$ cat src/rtl/cpu_sequencer_pkg.sv
// Shared definitions for the 8-bit CPU control sequencer: opcodes, widths, state encoding.
package cpu_sequencer_pkg;

  localparam int unsigned ADDR_W_DEF = 4;
  localparam int unsigned DATA_W_DEF = 8;
  localparam int unsigned OP_W       = 4;

  localparam logic [OP_W-1:0] OP_LOAD = 4'h0;
  localparam logic [OP_W-1:0] OP_ADD  = 4'h1;
  localparam logic [OP_W-1:0] OP_SUB  = 4'h2;
  localparam logic [OP_W-1:0] OP_AND  = 4'h3;
  localparam logic [OP_W-1:0] OP_INP  = 4'h4;
  localparam logic [OP_W-1:0] OP_OUTP = 4'h5;
  localparam logic [OP_W-1:0] OP_HLT  = 4'hF;

  typedef enum logic [2:0] {
    ST_IDLE    = 3'd0,
    ST_FETCH   = 3'd1,
    ST_DECODE  = 3'd2,
    ST_IO_WAIT = 3'd3,
    ST_EXEC    = 3'd4,
    ST_HALT    = 3'd5
  } seq_state_e;

  function automatic logic is_io_op(input logic [OP_W-1:0] op);
    return (op == OP_INP) || (op == OP_OUTP);
  endfunction

  // Anything outside the defined opcode set executes as a NOP and is flagged
  function automatic logic is_illegal_op(input logic [OP_W-1:0] op);
    logic ill;
    case (op)
      OP_LOAD, OP_ADD, OP_SUB, OP_AND, OP_INP, OP_OUTP, OP_HLT: ill = 1'b0;
      default:                                                  ill = 1'b1;
    endcase
    return ill;
  endfunction

endpackage

$ cat src/rtl/cpu_sequencer_prog_counter.sv
// Program counter: async clear, increment enable, natural wrap modulo 2**ADDR_W.
module cpu_sequencer_prog_counter #(
  parameter int unsigned ADDR_W = 4
) (
  input  logic              clk,
  input  logic              rst_n,
  input  logic              inc,
  output logic [ADDR_W-1:0] pc
);

  logic [ADDR_W-1:0] pc_q;
  logic [ADDR_W-1:0] pc_d;

  always_comb begin
    pc_d = pc_q;
    if (inc) pc_d = pc_q + ADDR_W'(1);
  end

  always_ff @(posedge clk or negedge rst_n) begin
    if (!rst_n) pc_q <= '0;
    else        pc_q <= pc_d;
  end

  assign pc = pc_q;

endmodule

$ cat src/rtl/cpu_sequencer.sv
// Fetch/decode/execute control sequencer; owns PC and IR, drives d/e strobes and I/O handshake.
module cpu_sequencer
  import cpu_sequencer_pkg::*;
#(
  parameter int unsigned ADDR_W = ADDR_W_DEF,
  parameter int unsigned DATA_W = DATA_W_DEF
) (
  input  logic              clk,
  input  logic              rst_n,
  input  logic              run,
  input  logic [DATA_W-1:0] mem_rdata,
  output logic [ADDR_W-1:0] mem_addr,
  output logic              mem_rd,
  output logic [DATA_W-1:0] ir,
  output logic              d,
  output logic              e,
  output logic              io_req,
  input  logic              io_ack,
  output logic [ADDR_W-1:0] pc,
  output logic              halted,
  output logic              illegal
);

  seq_state_e        state_q, state_d;
  logic [DATA_W-1:0] ir_q, ir_d;
  logic              mem_rd_q, mem_rd_d;
  logic              d_q, d_d;
  logic              e_q, e_d;
  logic              io_req_q, io_req_d;
  logic              halted_q, halted_d;
  logic              illegal_q, illegal_d;
  logic              pc_inc;
  logic [ADDR_W-1:0] pc_val;
  logic [OP_W-1:0]   op;

  assign op = ir_q[DATA_W-1 -: OP_W];

  cpu_sequencer_prog_counter #(.ADDR_W(ADDR_W)) u_pc (
    .clk  (clk),
    .rst_n(rst_n),
    .inc  (pc_inc),
    .pc   (pc_val)
  );

  // Next-state logic; strobes are decoded from the next state so they register cleanly
  always_comb begin
    state_d = state_q;
    ir_d    = ir_q;
    pc_inc  = 1'b0;
    case (state_q)
      ST_IDLE:    if (run) state_d = ST_FETCH;
      ST_FETCH: begin
        ir_d    = mem_rdata;
        pc_inc  = 1'b1;
        state_d = ST_DECODE;
      end
      ST_DECODE: begin
        if (op == OP_HLT)      state_d = ST_HALT;
        else if (is_io_op(op)) state_d = ST_IO_WAIT;
        else                   state_d = ST_EXEC;
      end
      ST_IO_WAIT: if (io_ack) state_d = ST_EXEC;
      ST_EXEC:    state_d = run ? ST_FETCH : ST_IDLE;
      ST_HALT:    if (!run) state_d = ST_IDLE;
      default:    state_d = ST_IDLE;
    endcase

    mem_rd_d  = (state_d == ST_FETCH);
    d_d       = (state_d == ST_DECODE);
    e_d       = (state_d == ST_EXEC);
    io_req_d  = (state_d == ST_IO_WAIT);
    halted_d  = (state_d == ST_HALT);
    illegal_d = (state_d == ST_EXEC) && is_illegal_op(op);
  end

  always_ff @(posedge clk or negedge rst_n) begin
    if (!rst_n) begin
      state_q   <= ST_IDLE;
      ir_q      <= '0;
      mem_rd_q  <= 1'b0;
      d_q       <= 1'b0;
      e_q       <= 1'b0;
      io_req_q  <= 1'b0;
      halted_q  <= 1'b0;
      illegal_q <= 1'b0;
    end else begin
      state_q   <= state_d;
      ir_q      <= ir_d;
      mem_rd_q  <= mem_rd_d;
      d_q       <= d_d;
      e_q       <= e_d;
      io_req_q  <= io_req_d;
      halted_q  <= halted_d;
      illegal_q <= illegal_d;
    end
  end

  assign mem_addr = pc_val;
  assign pc       = pc_val;
  assign ir       = ir_q;
  assign mem_rd   = mem_rd_q;
  assign d        = d_q;
  assign e        = e_q;
  assign io_req   = io_req_q;
  assign halted   = halted_q;
  assign illegal  = illegal_q;

endmodule

$ cat config.mk
export PLATFORM = sky130hd
export DESIGN_NAME = cpu_sequencer
export DESIGN_NICKNAME = d
export VERILOG_FILES = /design/src/rtl/cpu_sequencer_pkg.sv /design/src/rtl/cpu_sequencer_prog_counter.sv /design/src/rtl/cpu_sequencer.sv
export SDC_FILE = /design/constraint.sdc
export NUM_CORES = 1
export LEC_CHECK = 0
export ABC_AREA = 1
export CORE_MARGIN = 5
export CORE_UTILIZATION = 46
export CTS_CLUSTER_SIZE = 24
export DETAILED_ROUTE_END_ITERATION = 12
export PLACE_DENSITY = 0.83
export SETUP_SLACK_MARGIN = 0.3
export SKIP_LAST_GASP = 1
export SYNTH_ARGS = -nofsm -noshare
export SYNTH_HDL_FRONTEND = slang
export SYNTH_SLANG_ARGS = --single-unit
$ cat constraint.sdc
create_clock -name clk -period 3 [get_ports clk]
set_input_delay 0.6 -clock clk [delete_from_list [all_inputs] [get_ports clk]]
set_output_delay 0.6 -clock clk [all_outputs]
set_load 0.005 [all_outputs]
## Word-level counts from Yosys, hierarchy flattened

Index checks and enable logic that the tools add are counted.

- $add $sub $neg: 1
- Equal/unequal tests: 16
- Muxes and demuxes: 9
- Reduce and logical (&&, ||, !) cells: 5

Operator list:

| kind | count |
|---|---|
| $pmux W3 S6 | 1 |
| $mux W3 | 5 |
| $eq A3 B2 Y1 const B | 4 |
| $eq A3 B3 Y1 const B | 4 |
| $eq A4 B2 Y1 const B | 2 |
| $eq A4 B3 Y1 const B | 2 |
| $reduce_or A7 Y1 | 1 |
| $eq A3 B1 Y1 const B | 2 |
| $add A4 B1 Y4 const B | 1 |
| $eq A4 B1 Y1 const B | 1 |
| $eq A4 B4 Y1 const B | 1 |
| $logic_not A4 Y1 | 1 |
| $logic_not A3 Y1 | 1 |
| $mux W1 | 3 |
| $logic_and A1 B1 Y1 | 1 |
| $logic_or A1 B1 Y1 | 1 |

- Bits in registers: 21
- Input bits: 12
- Output and inout port bits: 22
- Word-level logic and storage cells: 40

## Depth between registers and ports, before layout

- Word-level depth: 7
- Depth in mapped cells: 7

## Hierarchy

From an unflattened synthesis, not the netlist that was laid out.

- Cell total of the unflattened synthesis: 104
- Area total of the unflattened synthesis: 959.7 µm²

By module, submodules not included:

| module | instances | cells each | area each (µm²) |
|---|---|---|---|
| cpu_sequencer | 1 | 85 | 782.0 |
| cpu_sequencer_prog_counter | 1 | 19 | 177.7 |

## Worst setup path after synthesis

Ideal clock, no wire load.

- Kind: register -> output
- From: register u_pc.pc_q[0] (netlist: u_pc.pc[0])
- To: output port pc[0]
- Arrival: 0.557 ns
- Required time: 2.400 ns
- Slack: 1.843 ns
- Stages on the path, launching flop included: 2
- Path buffers: 1
- Path through: dfrtp_1 > buf_4

RTL lines:

| item | line | text |
|---|---|---|
| start: declaration | cpu_sequencer_prog_counter.sv:11 | `logic [ADDR_W-1:0] pc_q;` |
| start signal: assignment | cpu_sequencer_prog_counter.sv:21 | `else pc_q <= pc_d;` |
| end: declaration | cpu_sequencer.sv:19 | `output logic [ADDR_W-1:0] pc,` |

No word-level cell between the ends.

## Worst setup path after layout

- From: register u_pc.pc_q[0] (netlist: u_pc.pc[0])
- To: output port pc[0]

No word-level cell between the ends.

==> results.md <==
* Status: completed
* P_int at ~800 µW
* Hold slack at 0.4926 ns
* Fin crit period at 1.874 ns
* Class of the worst hold path: reg2reg
* Placed cells at 152
* Final net count at ~140
* Die area at slightly below 3000 µm²
* Slew headroom at approximately two fifths
* Initial antenna violation count at 0
* Switching portion of total power at a little over a third
* Worst path top cell family by delay: buffers and inverters
* Final wirelength at around 1900 µm
* Post-route ant nets at 0
* Final cell count without fillers at roughly 160
* CP Capture Type: primary output
* Global-route wire length before repair at between 3000 and 4000 µm
* H-tree Lvls at 1
* Slew @ Worst Pin at 0.9083 ns
* Critical path's slowest cell: clkdlybuf4s50_1
* Pin count of the biggest net entering global routing at 22
* Post_cts resized at 0
* Share of layout cells above drive strength 1 at 8.527%
* Dpl hpwl at around 1500 µm
* Peak Freq at between 500 and 600 MHz
* Syn Inst Count at 97
* Die height at between 50 and 60 µm
* Net Switching at 456.7 µW
* Vias at between 700 and 800
* GRT Total Usage at 15.51%
* Worst vdd ir at between 0.5 and 0.6 mV
* Chip width at 54.47 µm
* Worst-skew pair later-pin latency at ~0.29 ns
* Seq/Total Area, Yosys at between 50% and 60%
* Gp weighted congestion at just under 0.9
* Final Hold Fails at 0
* Yosys top cell area share at between 50 and 60%
* Power per Cell Area at just under 1000 nW/µm²
* Number of global-route vias before repair at just over 800
* Clk pwr share at approximately a tenth
* Critical Path Max Stage Delay at 0.54 ns
* Synth Warn # at 0
* Clk_skew at between 0.001 and 0.0015 ns
* Fin crit share at a little over three fifths
* Area after DPL at ~1200 µm²
* Commonest non-fill, non-tap cell in the layout: nand2_1
* Largest cells by area after synthesis: dfrtp_1, nand2_1, buf_4
* Met1 WL at 808 µm
* WL met3 at between 100 and 150 µm
* Power share of the combinational group at between 40% and 50%
* DR WL/cell at ~12 µm
* Startpoint types: flop
* Final core occ at 65.49%
* Crit Path Category: reg2out
* Num CTS Buffers at 3
* Overflow after GRT at 0
* Reg power frac at a little over two fifths
* Syn Nets at 110
* Met2 wire length at 983 µm
* Total of max-cap violations at 0
* TNS Setup at 0 ns
* # hold bufs at CTS at 0
* Top layer in use: met3
* P&R area growth vs syn at 38.38%
* Initial DRC Count at 6
* CTS tree: yes
* Register bit total from synthesis at 21
* Syn_area_per_cell at about 9.4 µm²
* Initial Util at between 40 and 50%
* Leakage power at 0.0006107 µW
* Post-Syn Area at slightly above 900 µm²
* WP data required at ~2.4 ns
* DRC viols at 0
* Most frequent cells in the layout: nand2_1, clkdlybuf4s50_1, dfrtp_1
* Core Region at between 1500 and 2000 µm²
* Port bufs at 33
* CTS sink count at 21
* Via density at between 4 and 5
* RSZ-0062 raised after global routing: no
* Sum of buffers and inverters on the critical path at 1
* DR pass1 iterations at 4
* Core Rows at 16
* Inserted Diodes at 0
* Leading area contributor after synthesis: dfrtp_1
* Number of top-level pins at 34
* # Post-CTS Setup Buffers at 0
* CTS clk-pin slew, worst paths at ~0.11 ns
* Root Driver: clkbuf_4
* Finish-stage setup viols at 0
* Final instance area at ~1300 µm²
* Pins Over Slew Limit at 0
* Clock buffer depth at 2
* Distinct cells, synth at 20
* CP Max Fanout at 5
* CP Cell Sequence: clkdlybuf4s50_1
* Arrival time worst endpoint at ~1.3 ns
[flip-flops by register name, indices dropped and copies added (netlist names)]
register	count
d	1
e	1
halted	1
illegal	1
io_req	1
ir	8
mem_rd	1
state_q	3
u_pc.pc	4
[cell usage after synthesis, drive strengths merged]
master / count
a21oi: 1
xnor2: 2
buf: 5
nor2: 9
dfrtp: 21
nand2: 37
inv: 9
nand4: 2
nand3: 4
nand3b: 1
nor3: 1
xor2: 1
o21ai: 2
nor3b: 1
ha: 1
[logic make-up after synthesis]
kind of cell,share of synthesized area (%)
AND/OR/NAND/NOR,28.06
flip-flops,57.77
buffers and inverters,8.254
AO/OA/AOI/OAI,1.650
XOR/XNOR,2.889
adder cells (fa/ha/maj),1.375
[worst reg2reg max path, stage by stage, from the launching register on]
cell	delay (ns)
dfrtp_1	0.45
inv_1	0.11
nand2_1	0.09
nor2_4	0.29
nand4_1	0.15
xnor2_1	0.15
[power groups by stage]
stage | Clock (µW) | Combinational (µW) | Sequential [µW]
4_1_cts | 138 | 603 | 523
6_report | 132 | 593 | 521
2_1_floorplan | 0 | 305 | 519
3_5_place_dp | 0 | 602 | 525
5_1_grt | 150 | 666 | 542
3_3_place_gp | 0 | 579 | 520
[area by class of cell]
cell class	instances	area, µm²
multi-input combinational	62	309.0
sequential	21	525.5
tap	27	33.78
fill	172	663.1
timing repair buffer	33	330.3
inverter	9	33.78
clock buffer	4	26.28
[stage by stage]
step | total power, µW | setup slack (ns)
floorplan | 824.5 | 1.843
global placement | 1099 | 1.297
detailed placement | 1128 | 1.220
CTS | 1265 | 1.104
global route | 1358 | 1.066
finish | 1246 | 1.126
[per-layer routing]
metal / global-route usage [%] / vias up
li1: - / 357
met4: 6.224 / 0
met1: 17.71 / 346
met5: 0 / -
met2: 28.29 / 25
met3: 2.725 / 0
[worst paths after layout]
kind | endpoint | cells after the start | from | slack [ns]
hold reg to reg | ir[3] | 2 | ir[3] | 0.49
min in group asynchronous | mem_rd | 1 | rst_n | 0.80
setup / recovery | pc[0] | 1 | u_pc.pc[0] | 1.13
setup reg to reg | u_pc.pc[3] | 5 | state_q[2] | 1.64
max in group asynchronous | io_req | 1 | rst_n | 1.65
hold / removal | ir[3] | 2 | ir[3] | 0.49
Note: power is estimated with default switching activity, not from simulation.
